## config.mk

```make
export PLATFORM = sky130hd
export DESIGN_NAME = logic_unit_pipe_flat
export DESIGN_NICKNAME = d
export VERILOG_FILES = /design/src/rtl/logic_unit_pipe_if.sv /design/src/rtl/logic_unit_pipe.sv /design/src/flat_wrapper.sv
export SDC_FILE = /design/constraint.sdc
export NUM_CORES = 1
export LEC_CHECK = 0
export CORE_ASPECT_RATIO = 0.9
export CORE_MARGIN = 2
export CORE_UTILIZATION = 52
export CTS_CLUSTER_SIZE = 10
export DETAILED_ROUTE_END_ITERATION = 10
export PLACE_DENSITY = 0.8
export RECOVER_POWER = 100
export SYNTH_ARGS = -nofsm -noshare
export SYNTH_HDL_FRONTEND = slang
export SYNTH_SLANG_ARGS = --single-unit
```

## constraint.sdc

```tcl
create_clock -name clk -period 2.87 [get_ports clk]
set_clock_uncertainty 0.1 [all_clocks]
set_input_delay 0.287 -clock clk [delete_from_list [all_inputs] [get_ports clk]]
set_output_delay 0.287 -clock clk [all_outputs]
set_load 0.01 [all_outputs]
```

## src/rtl/logic_unit_pipe_if.sv

```systemverilog
// Bundle of the handshake and data signals of logic_unit_pipe.
//   master : upstream source and downstream consumer side (drives in_valid,
//            A, B, op, out_ready; observes everything else)
//   slave  : the pipeline itself
// Members:
//   in_valid/in_ready   input handshake
//   A, B [WIDTH]        operands
//   op [3]              function select
//   out_valid/out_ready output handshake
//   Y [WIDTH]           result
//   zero, parity, err   result flags
//   op_count [CNT_WIDTH] delivered-beat counter
interface logic_unit_pipe_if #(
  parameter int WIDTH     = 8,
  parameter int CNT_WIDTH = 16
);
  logic                 in_valid;
  logic                 in_ready;
  logic [WIDTH-1:0]     A;
  logic [WIDTH-1:0]     B;
  logic [2:0]           op;
  logic                 out_valid;
  logic                 out_ready;
  logic [WIDTH-1:0]     Y;
  logic                 zero;
  logic                 parity;
  logic                 err;
  logic [CNT_WIDTH-1:0] op_count;

  modport master (
    output in_valid, A, B, op, out_ready,
    input  in_ready, out_valid, Y, zero, parity, err, op_count
  );

  modport slave (
    input  in_valid, A, B, op, out_ready,
    output in_ready, out_valid, Y, zero, parity, err, op_count
  );
endinterface

```

## src/rtl/logic_unit_pipe.sv

```systemverilog
// Two-stage pipelined bitwise logic unit with valid/ready flow control.
// Applies AND/OR/NOT/XOR/NAND/NOR/XNOR (op 0..6) to WIDTH-bit operands;
// op 7 is illegal and yields Y=0 with err set. Each result carries zero
// and parity flags, and op_count counts delivered beats (wrapping).
// Ports:
//   clk    rising-edge clock
//   rst_n  asynchronous active-low reset
//   bus    slave side of logic_unit_pipe_if (handshakes, operands,
//          result, flags, counter)
module logic_unit_pipe #(
  parameter int WIDTH     = 8,
  parameter int CNT_WIDTH = 16
) (
  input logic              clk,
  input logic              rst_n,
  logic_unit_pipe_if.slave bus
);

  localparam logic [2:0] OP_AND  = 3'd0;
  localparam logic [2:0] OP_OR   = 3'd1;
  localparam logic [2:0] OP_NOT  = 3'd2;
  localparam logic [2:0] OP_XOR  = 3'd3;
  localparam logic [2:0] OP_NAND = 3'd4;
  localparam logic [2:0] OP_NOR  = 3'd5;
  localparam logic [2:0] OP_XNOR = 3'd6;

  function automatic logic [WIDTH-1:0] gate_fn(input logic [2:0]       op,
                                               input logic [WIDTH-1:0] a,
                                               input logic [WIDTH-1:0] b);
    logic [WIDTH-1:0] y;
    case (op)
      OP_AND:  y = a & b;
      OP_OR:   y = a | b;
      OP_NOT:  y = ~a;
      OP_XOR:  y = a ^ b;
      OP_NAND: y = ~(a & b);
      OP_NOR:  y = ~(a | b);
      OP_XNOR: y = ~(a ^ b);
      default: y = '0;
    endcase
    return y;
  endfunction

  function automatic logic zero_flag(input logic [WIDTH-1:0] y);
    return ~|y;
  endfunction

  function automatic logic parity_flag(input logic [WIDTH-1:0] y);
    return ^y;
  endfunction

  // Single advance enable for the whole pipe: both stages move together or
  // both hold. It depends only on registered state and out_ready, so there
  // is no path from in_valid to in_ready.
  logic adv;

  logic                 vld_p1_q;
  logic [WIDTH-1:0]     a_p1_q;
  logic [WIDTH-1:0]     b_p1_q;
  logic [2:0]           op_p1_q;

  logic                 vld_p2_q;
  logic [WIDTH-1:0]     y_p2_q;
  logic                 zero_p2_q;
  logic                 parity_p2_q;
  logic                 err_p2_q;

  logic [WIDTH-1:0]     y_p2_d;
  logic                 zero_p2_d;
  logic                 parity_p2_d;
  logic                 err_p2_d;

  logic [CNT_WIDTH-1:0] cnt_q;
  logic [CNT_WIDTH-1:0] cnt_d;

  assign adv          = !vld_p2_q || bus.out_ready;
  assign bus.in_ready = adv;

  // ---- stage 1: capture operands ----
  always_ff @(posedge clk or negedge rst_n) begin
    if (!rst_n) begin
      vld_p1_q <= 1'b0;
    end else if (adv) begin
      vld_p1_q <= bus.in_valid;
    end
  end

  // Operand registers carry no reset: they are only consumed when vld_p1_q
  // is set, and that bit is cleared by reset.
  always_ff @(posedge clk) begin
    if (adv) begin
      a_p1_q  <= bus.A;
      b_p1_q  <= bus.B;
      op_p1_q <= bus.op;
    end
  end

  // ---- stage 2: evaluate gate and flags ----
  always_comb begin
    y_p2_d      = gate_fn(op_p1_q, a_p1_q, b_p1_q);
    zero_p2_d   = zero_flag(y_p2_d);
    parity_p2_d = parity_flag(y_p2_d);
    err_p2_d    = (op_p1_q == 3'd7);
  end

  // Result and flags update only when a real beat moves in, so they keep
  // their reset values until the first beat and never pick up bubble data.
  always_ff @(posedge clk or negedge rst_n) begin
    if (!rst_n) begin
      vld_p2_q    <= 1'b0;
      y_p2_q      <= '0;
      zero_p2_q   <= 1'b0;
      parity_p2_q <= 1'b0;
      err_p2_q    <= 1'b0;
    end else if (adv) begin
      vld_p2_q <= vld_p1_q;
      if (vld_p1_q) begin
        y_p2_q      <= y_p2_d;
        zero_p2_q   <= zero_p2_d;
        parity_p2_q <= parity_p2_d;
        err_p2_q    <= err_p2_d;
      end
    end
  end

  // ---- output side: delivered-beat counter ----
  always_comb begin
    cnt_d = cnt_q;
    if (vld_p2_q && bus.out_ready) begin
      cnt_d = cnt_q + 1'b1;
    end
  end

  always_ff @(posedge clk or negedge rst_n) begin
    if (!rst_n) begin
      cnt_q <= '0;
    end else begin
      cnt_q <= cnt_d;
    end
  end

  assign bus.out_valid = vld_p2_q;
  assign bus.Y         = y_p2_q;
  assign bus.zero      = zero_p2_q;
  assign bus.parity    = parity_p2_q;
  assign bus.err       = err_p2_q;
  assign bus.op_count  = cnt_q;

endmodule

```

## src/flat_wrapper.sv

```systemverilog
// flat-port wrapper written by rule: the top's interface ports become plain ports
module logic_unit_pipe_flat 
#(
  parameter int WIDTH     = 8,
  parameter int CNT_WIDTH = 16
)
  (clk, rst_n, bus_in_valid, bus_A, bus_B, bus_op, bus_out_ready, bus_in_ready, bus_out_valid, bus_Y, bus_zero, bus_parity, bus_err, bus_op_count);
  logic_unit_pipe_if #(.WIDTH(WIDTH), .CNT_WIDTH(CNT_WIDTH)) bus_i ();
  input logic clk;
  input logic rst_n;
  input wire logic [$bits(bus_i.in_valid)-1:0] bus_in_valid;
  input wire logic [$bits(bus_i.A)-1:0] bus_A;
  input wire logic [$bits(bus_i.B)-1:0] bus_B;
  input wire logic [$bits(bus_i.op)-1:0] bus_op;
  input wire logic [$bits(bus_i.out_ready)-1:0] bus_out_ready;
  output wire logic [$bits(bus_i.in_ready)-1:0] bus_in_ready;
  output wire logic [$bits(bus_i.out_valid)-1:0] bus_out_valid;
  output wire logic [$bits(bus_i.Y)-1:0] bus_Y;
  output wire logic [$bits(bus_i.zero)-1:0] bus_zero;
  output wire logic [$bits(bus_i.parity)-1:0] bus_parity;
  output wire logic [$bits(bus_i.err)-1:0] bus_err;
  output wire logic [$bits(bus_i.op_count)-1:0] bus_op_count;
  assign bus_i.in_valid = bus_in_valid;
  assign bus_i.A = bus_A;
  assign bus_i.B = bus_B;
  assign bus_i.op = bus_op;
  assign bus_i.out_ready = bus_out_ready;
  assign bus_in_ready = bus_i.in_ready;
  assign bus_out_valid = bus_i.out_valid;
  assign bus_Y = bus_i.Y;
  assign bus_zero = bus_i.zero;
  assign bus_parity = bus_i.parity;
  assign bus_err = bus_i.err;
  assign bus_op_count = bus_i.op_count;
  logic_unit_pipe #(.WIDTH(WIDTH), .CNT_WIDTH(CNT_WIDTH)) u_core (.clk(clk), .rst_n(rst_n), .bus(bus_i));
endmodule
```

==> impl_metrics.yaml <==
finish:
  layout-drive-gt1-share: 0.0584
  layout.cells.most_common: "dlygate4sd3_1"
  num-nets-final: 334
  final_cells: 356
  syn_to_final_growth_pct: 25.7
  fin_area_um2: 3340
  antennaDiodeCount: 0
  fillerInstances: 360
  most-common-layout-cells: "dlygate4sd3_1 (50), dfrtp_1 (29), ha_1 (21), inv_1 (20), edfxtp_1 (19)"
  post-route-util: 0.682
clock_tree:
  cts_tree: "yes"
  htreeDepth: 2
  cts_buffers: 5
  clkTransAtPathRegs_ps: 80
  clk_path_buf_depth: 2
  cts_setup_buffers: 0
  clk_latency_ps: 290
  root_buffer: "clkbuf_8"
  postCtsHoldBufs: 0
  ctsResizeCount: 0
  clock-sinks: 48
grt:
  antenna_found_initial: 0
  grt_pass1_wl_mm: 7.96
  grt.met1_usage: 0.249
  grt_max_degree: 30
  met2_usage: 0.275
  overflow: 0
  use_met3: 0.0403
  grt_pass1_vias: 1745
  grt_usage: 0.178
  top_usage_layer: "met2"
routing:
  drt-vias-per-instance: 5.31
  drc: 0
  wl_mm: 4.72
  dr.pass1.iters: 6
  postRouteAntennaNets: 0
  avgRoutedWirePerCell_um: 13.3
  drt_iter0_markers: 60
  vias: 1891
logic_synthesis:
  synth-seq-area-share: 0.488
  yosys-top-cells-area: "dfrtp_1 (27%), edfxtp_1 (21%), ha_1 (9.9%), xnor2_1 (4.9%), xor2_1 (3.3%)"
  syn_area_per_cell_um2: 11.2
  yosys.cell_types.count: 36
  synth_xor_area_frac: 0.0825
  synthAdderAreaFrac: 0.0990
  synth.top_cell.area_share: 0.273
  ys_ff_latch: 48
  synth_nets: 281
  syn-cell-area_um2: 2660
  synth-compound-area-share: 0.116
  synth_warnings: 0
  synth_top_family_by_area: "simple AND/OR/NAND/NOR gates"
  synth_ff_type: "dfrtp_1"
  synthArstFlopShare: 0.604
  syn_inst: 237
  yosys.area.top_type: "dfrtp_1"
  yosys.area_share.simple: 0.157
  synth_edf_count: 19
  synth_mux_area_frac: 0.00848
place:
  dp.cells: 348
  hpwl_mm: 3.65
  place_area_um2: 3230
  place.port_buffers: 51
  pre_cts_slack_ps: 332
  gp_congestion: 0.874
power_and_ir_drop:
  p_int_mw: 1.44
  p_sw_mw: 0.606
  pwr-share-clk: 0.243
  pwr-share-comb: 0.294
  power.total_mw: 2.05
  leakage_nw: 1.50
  power_density_nw_per_um2: 613
  seq_power_share: 0.464
  ir_drop_mv: 0.455
  sw_frac_of_total: 0.296
die:
  initial_core_util: 0.542
  coreArea_um2: 4890
  die_w_um: 79.3
  fp-row-count: 24
  die_area_um2: 5690
  die_h_um: 71.8
  io_pins: 52
setup_path:
  critPathRequiredTime_ps: 2930
  arrival_ps: 2640
  path_class: "flip-flop to flip-flop"
  cp-end-kind: "flip-flop"
  ff2ff_setup_slack_ps: 290
  critPathMaxFanout: 21
  startpoint_type: "flip-flop"
timing:
  slew_headroom: -0.0307
  final.setup.tns_ps: 0
  fin_crit_ps: 2580
  setup_viol: 0
  hold_ws_ps: 378
  slew_violations: 30
  worst_pin_slew_ps: 1550
  hold_viol_final: 0
  finalCritPeriodShare: 0.899
  rsz0062_at_grt: "no"
  max_freq_mhz: 387
  setup_ws_ps: 289
run:
  max_cap_viol_count: 1
run_status:
  violations: "capacitance limit, slew limit"
  status: "complete, but fails checks"
hold_path:
  holdCritPathClass: "flip-flop to flip-flop"
-- layout make-up --
class,instances,area (um2),share of cell area
Clock buffer,6,82.6,0.0247
Multi-Input combinational cell,159,1230,0.368
Tap cell,65,81.3,0.0244
Timing Repair Buffer,56,541,0.162
Clock inverter,2,33.8,0.0101
Sequential cell,48,1300,0.388
Inverter,20,75.1,0.0225
-- power by group through the flow --
stage	sequential [mW]	combinational, mW	clock, mW
floorplan	0.980	0.340	0
global placement	0.964	0.639	0
detailed placement	0.969	0.653	0
CTS	0.953	0.656	0.513
global route	0.971	0.673	0.535
finish	0.948	0.601	0.496
-- synth_stat cells, drive strengths merged, types with 7 or more instances --
library cell / count
nand2: 15
nor2b: 9
xnor2: 15
o21ai: 11
dfrtp: 29
edfxtp: 19
nor4bb: 7
ha: 21
nor2: 12
inv: 20
xor2: 10
-- sequential cells by signal, summed over array words and instances, names as in the netlist --
signal and cells:
u_core.bus.parity 1, u_core.op_p1_q 3, u_core.bus.zero 1, u_core.bus.out_valid 1, u_core.b_p1_q 8, u_core.bus.Y 8, u_core.bus.err 1, u_core.a_p1_q 8
u_core.vld_p1_q 1, u_core.bus.op_count 16
-- worst paths after layout --
path	start	to	cells after the start
worst max-delay path	u_core.op_p1_q[1]	u_core.bus.parity	7
worst min-delay path	u_core.bus.Y[2]	u_core.bus.Y[2]	2
worst max register to register	u_core.op_p1_q[1]	u_core.bus.parity	7
worst min register to register	u_core.bus.Y[2]	u_core.bus.Y[2]	2
max in group asynchronous	rst_n	u_core.bus.Y[3]	2
min in group asynchronous	rst_n	u_core.bus.op_count[0]	2
-- critical path: stages, from the launching register on --
cell and delay [ps]:
edfxtp_1 650, buf_4 280, and2_0 300, a311oi_2 410
ha_1 300, xnor2_1 190, xnor2_1 130, o21ai_0 90
-- metal layers --
| layer | vias to the layer above | share of wire | wire length, um |
|---|---|---|---|
| li1 | 951 | - | - |
| met4 | 0 | 0.014 | 65 |
| met3 | 7 | 0.042 | 199 |
| met5 | - | 0 | 0 |
| met2 | 46 | 0.47 | 2200 |
| met1 | 887 | 0.48 | 2250 |
-- kinds of logic (layout without fill, tap and decap cells) --
logic type / after synthesis / after routing
flip-flops: 48 / 48
AO/OA/AOI/OAI: 38 / 38
multiplexers: 2 / 2
adder cells (fa/ha/maj): 21 / 21
AND/OR/NAND/NOR: 73 / 73
XOR/XNOR: 25 / 25
buffers and inverters: 30 / 84
No activity file was read; power rests on OpenSTA's default activity.
==> variant, RTL diff (same flow settings) <==
`WIDTH` is set to 8 in 3 places; all go to 12.
--- a/src/rtl/logic_unit_pipe_if.sv
+++ b/src/rtl/logic_unit_pipe_if.sv
@@ -13,3 +13,3 @@
 interface logic_unit_pipe_if #(
-  parameter int WIDTH     = 8,
+  parameter int WIDTH     = 12,
   parameter int CNT_WIDTH = 16
--- a/src/rtl/logic_unit_pipe.sv
+++ b/src/rtl/logic_unit_pipe.sv
@@ -10,3 +10,3 @@
 module logic_unit_pipe #(
-  parameter int WIDTH     = 8,
+  parameter int WIDTH     = 12,
   parameter int CNT_WIDTH = 16
--- a/src/flat_wrapper.sv
+++ b/src/flat_wrapper.sv
@@ -3,3 +3,3 @@
 #(
-  parameter int WIDTH     = 8,
+  parameter int WIDTH     = 12,
   parameter int CNT_WIDTH = 16
Interface: changed (resized bus_A, bus_B and bus_Y); port bits go from 52 to 64. The function was not compared with the original's and may differ.
==> variant against the original RTL <==
The run still ends with capacitance limit, slew limit left. First-iteration DRC count grew to 2.8 times the old value. Setup slack worse by 0.071 ns. Sequential cell count is 12 higher. Sequential share of layout area is 1.8 points lower. Count of clock-buffer cells in the layout is 5 higher. Area after synthesis is 32% higher. Utilization is 0.80 points lower. Total power is 38% higher. Routed wire length is 49% higher. Design area is 32% higher. Critical path type unchanged.
==> variant: results (changes against the original RTL) <==
Cells after DPL - 463 (+33%)
Hold EP - u_core.bus.op_count[15]
Synth top cells by count - 37 x nand2_1, 33 x dfrtp_1, 31 x ha_1
first-pass detailed-route iteration total - 7 (+1)
Static Leak - 1.942 nW (+29%)
Reg2Reg Depth - 8 (+1)
GRT Total Usage - 19.76% (+2.0 points)
R2R setup slack - 0.22 ns (-0.07 ns)
GP Congestion - 0.8601 (-1.6%)
fraction of layout cells with a size suffix above 1 - 9.231% (+3.4 points)
failing checks - capacitance limit, slew limit
WHS Path Cells - 1 (-1)
Syn Nets - 380 (+35%)
Post-Layout Cell Count - 480 (+35%)
vias in the first global route - 2354 (+35%)
Slew Limit Fails - 34 (+13%)
status - finished with violations
hold_sp - u_core.bus.op_count[15]
dominant cells by area after synthesis - dfrtp_1 24%, edfxtp_1 23%, ha_1 11%
TritonCTS buffer count - 9 (+4)
I/O Buffers - 63 (+24%)
reg2reg start - u_core.op_p1_q[2]
Max VDD drop - 0.0003173 V (-30%)
max-cap viol count - 1 (unchanged)
Routed WL - 7024 µm (+49%)
Rel. slew slack - -15.20% (-12 points)
Synth cell types - 49 (+36%)
## variant: cell count changes after synthesis, moves of 8 or more
cell | unedited run | this run
nand2_1 | 15 | 37
inv_1 | 20 | 30
edfxtp_1 | 19 | 27
nand2b_1 | 6 | 15
o21ai_1 | 8 | 16
ha_1 | 21 | 31
## variant: worst max-delay path: stages, from the launching register on
cell	delay, ns
edfxtp_1	0.77
nand2_1	0.28
o32ai_1	0.37
a311oi_2	0.10
ha_1	0.34
xnor2_1	0.19
xnor2_1	0.16
xnor2_1	0.13
o21ai_0	0.08
## variant: worst max-delay path by stage
| stage | start | to | slack [ns] | cells after the start |
|---|---|---|---|---|
| finish | u_core.op_p1_q[2] | u_core.bus.parity | 0.22 | 8 |
| detailed placement | u_core.op_p1_q[0] | u_core.bus.parity | 0.21 | 8 |
| global route | u_core.op_p1_q[2] | u_core.bus.parity | 0.05 | 8 |
| CTS | u_core.op_p1_q[0] | u_core.bus.parity | 0.19 | 8 |
| floorplan | u_core.a_p1_q[2] | u_core.bus.parity | 0.61 | 9 |
| global placement | u_core.op_p1_q[0] | u_core.bus.parity | 0.35 | 8 |
## variant: final cells by class
type                       count  area (µm²)
fill                         496        2136
multi-input combinational    215        1654
sequential                    60        1637
timing repair buffer          68       669.4
clock buffer                  11       173.9
inverter                      31       116.4
tap                           90       112.6
clock inverter                 5       52.55
## variant: where the power goes
part / leakage (nW) / switching (W) / total [W] / internal (W)
clock network: 0.120 / 0.000339 / 0.000843 / 0.000504
registers: 0.697 / 0.000114 / 0.00116 / 0.00105
logic: 1.13 / 0.000401 / 0.000822 / 0.000421
## variant: metrics by stage
stage               hold WS [ns]  total power, W
floorplan                -0.1086        0.001683
global placement          0.3615        0.002026
detailed placement        0.3616        0.002065
CTS                       0.2470        0.002909
global route              0.4027        0.002981
finish                    0.3633        0.002827
## variant: routing by layer
layer  track usage [%]  wire, µm
met3             5.321       460
met1             26.30      3133
met5                 0         0
met4             7.692       112
met2             31.19      3316
## variant: cell families after synthesis
family                   share of synthesized area, %
buffers and inverters                           5.718
AND/OR/NAND/NOR                                 15.26
AO/OA/AOI/OAI                                   12.65
XOR/XNOR                                        5.004
multiplexers                                    3.538
adder cells (fa/ha/maj)                         11.08
flip-flops                                      46.75
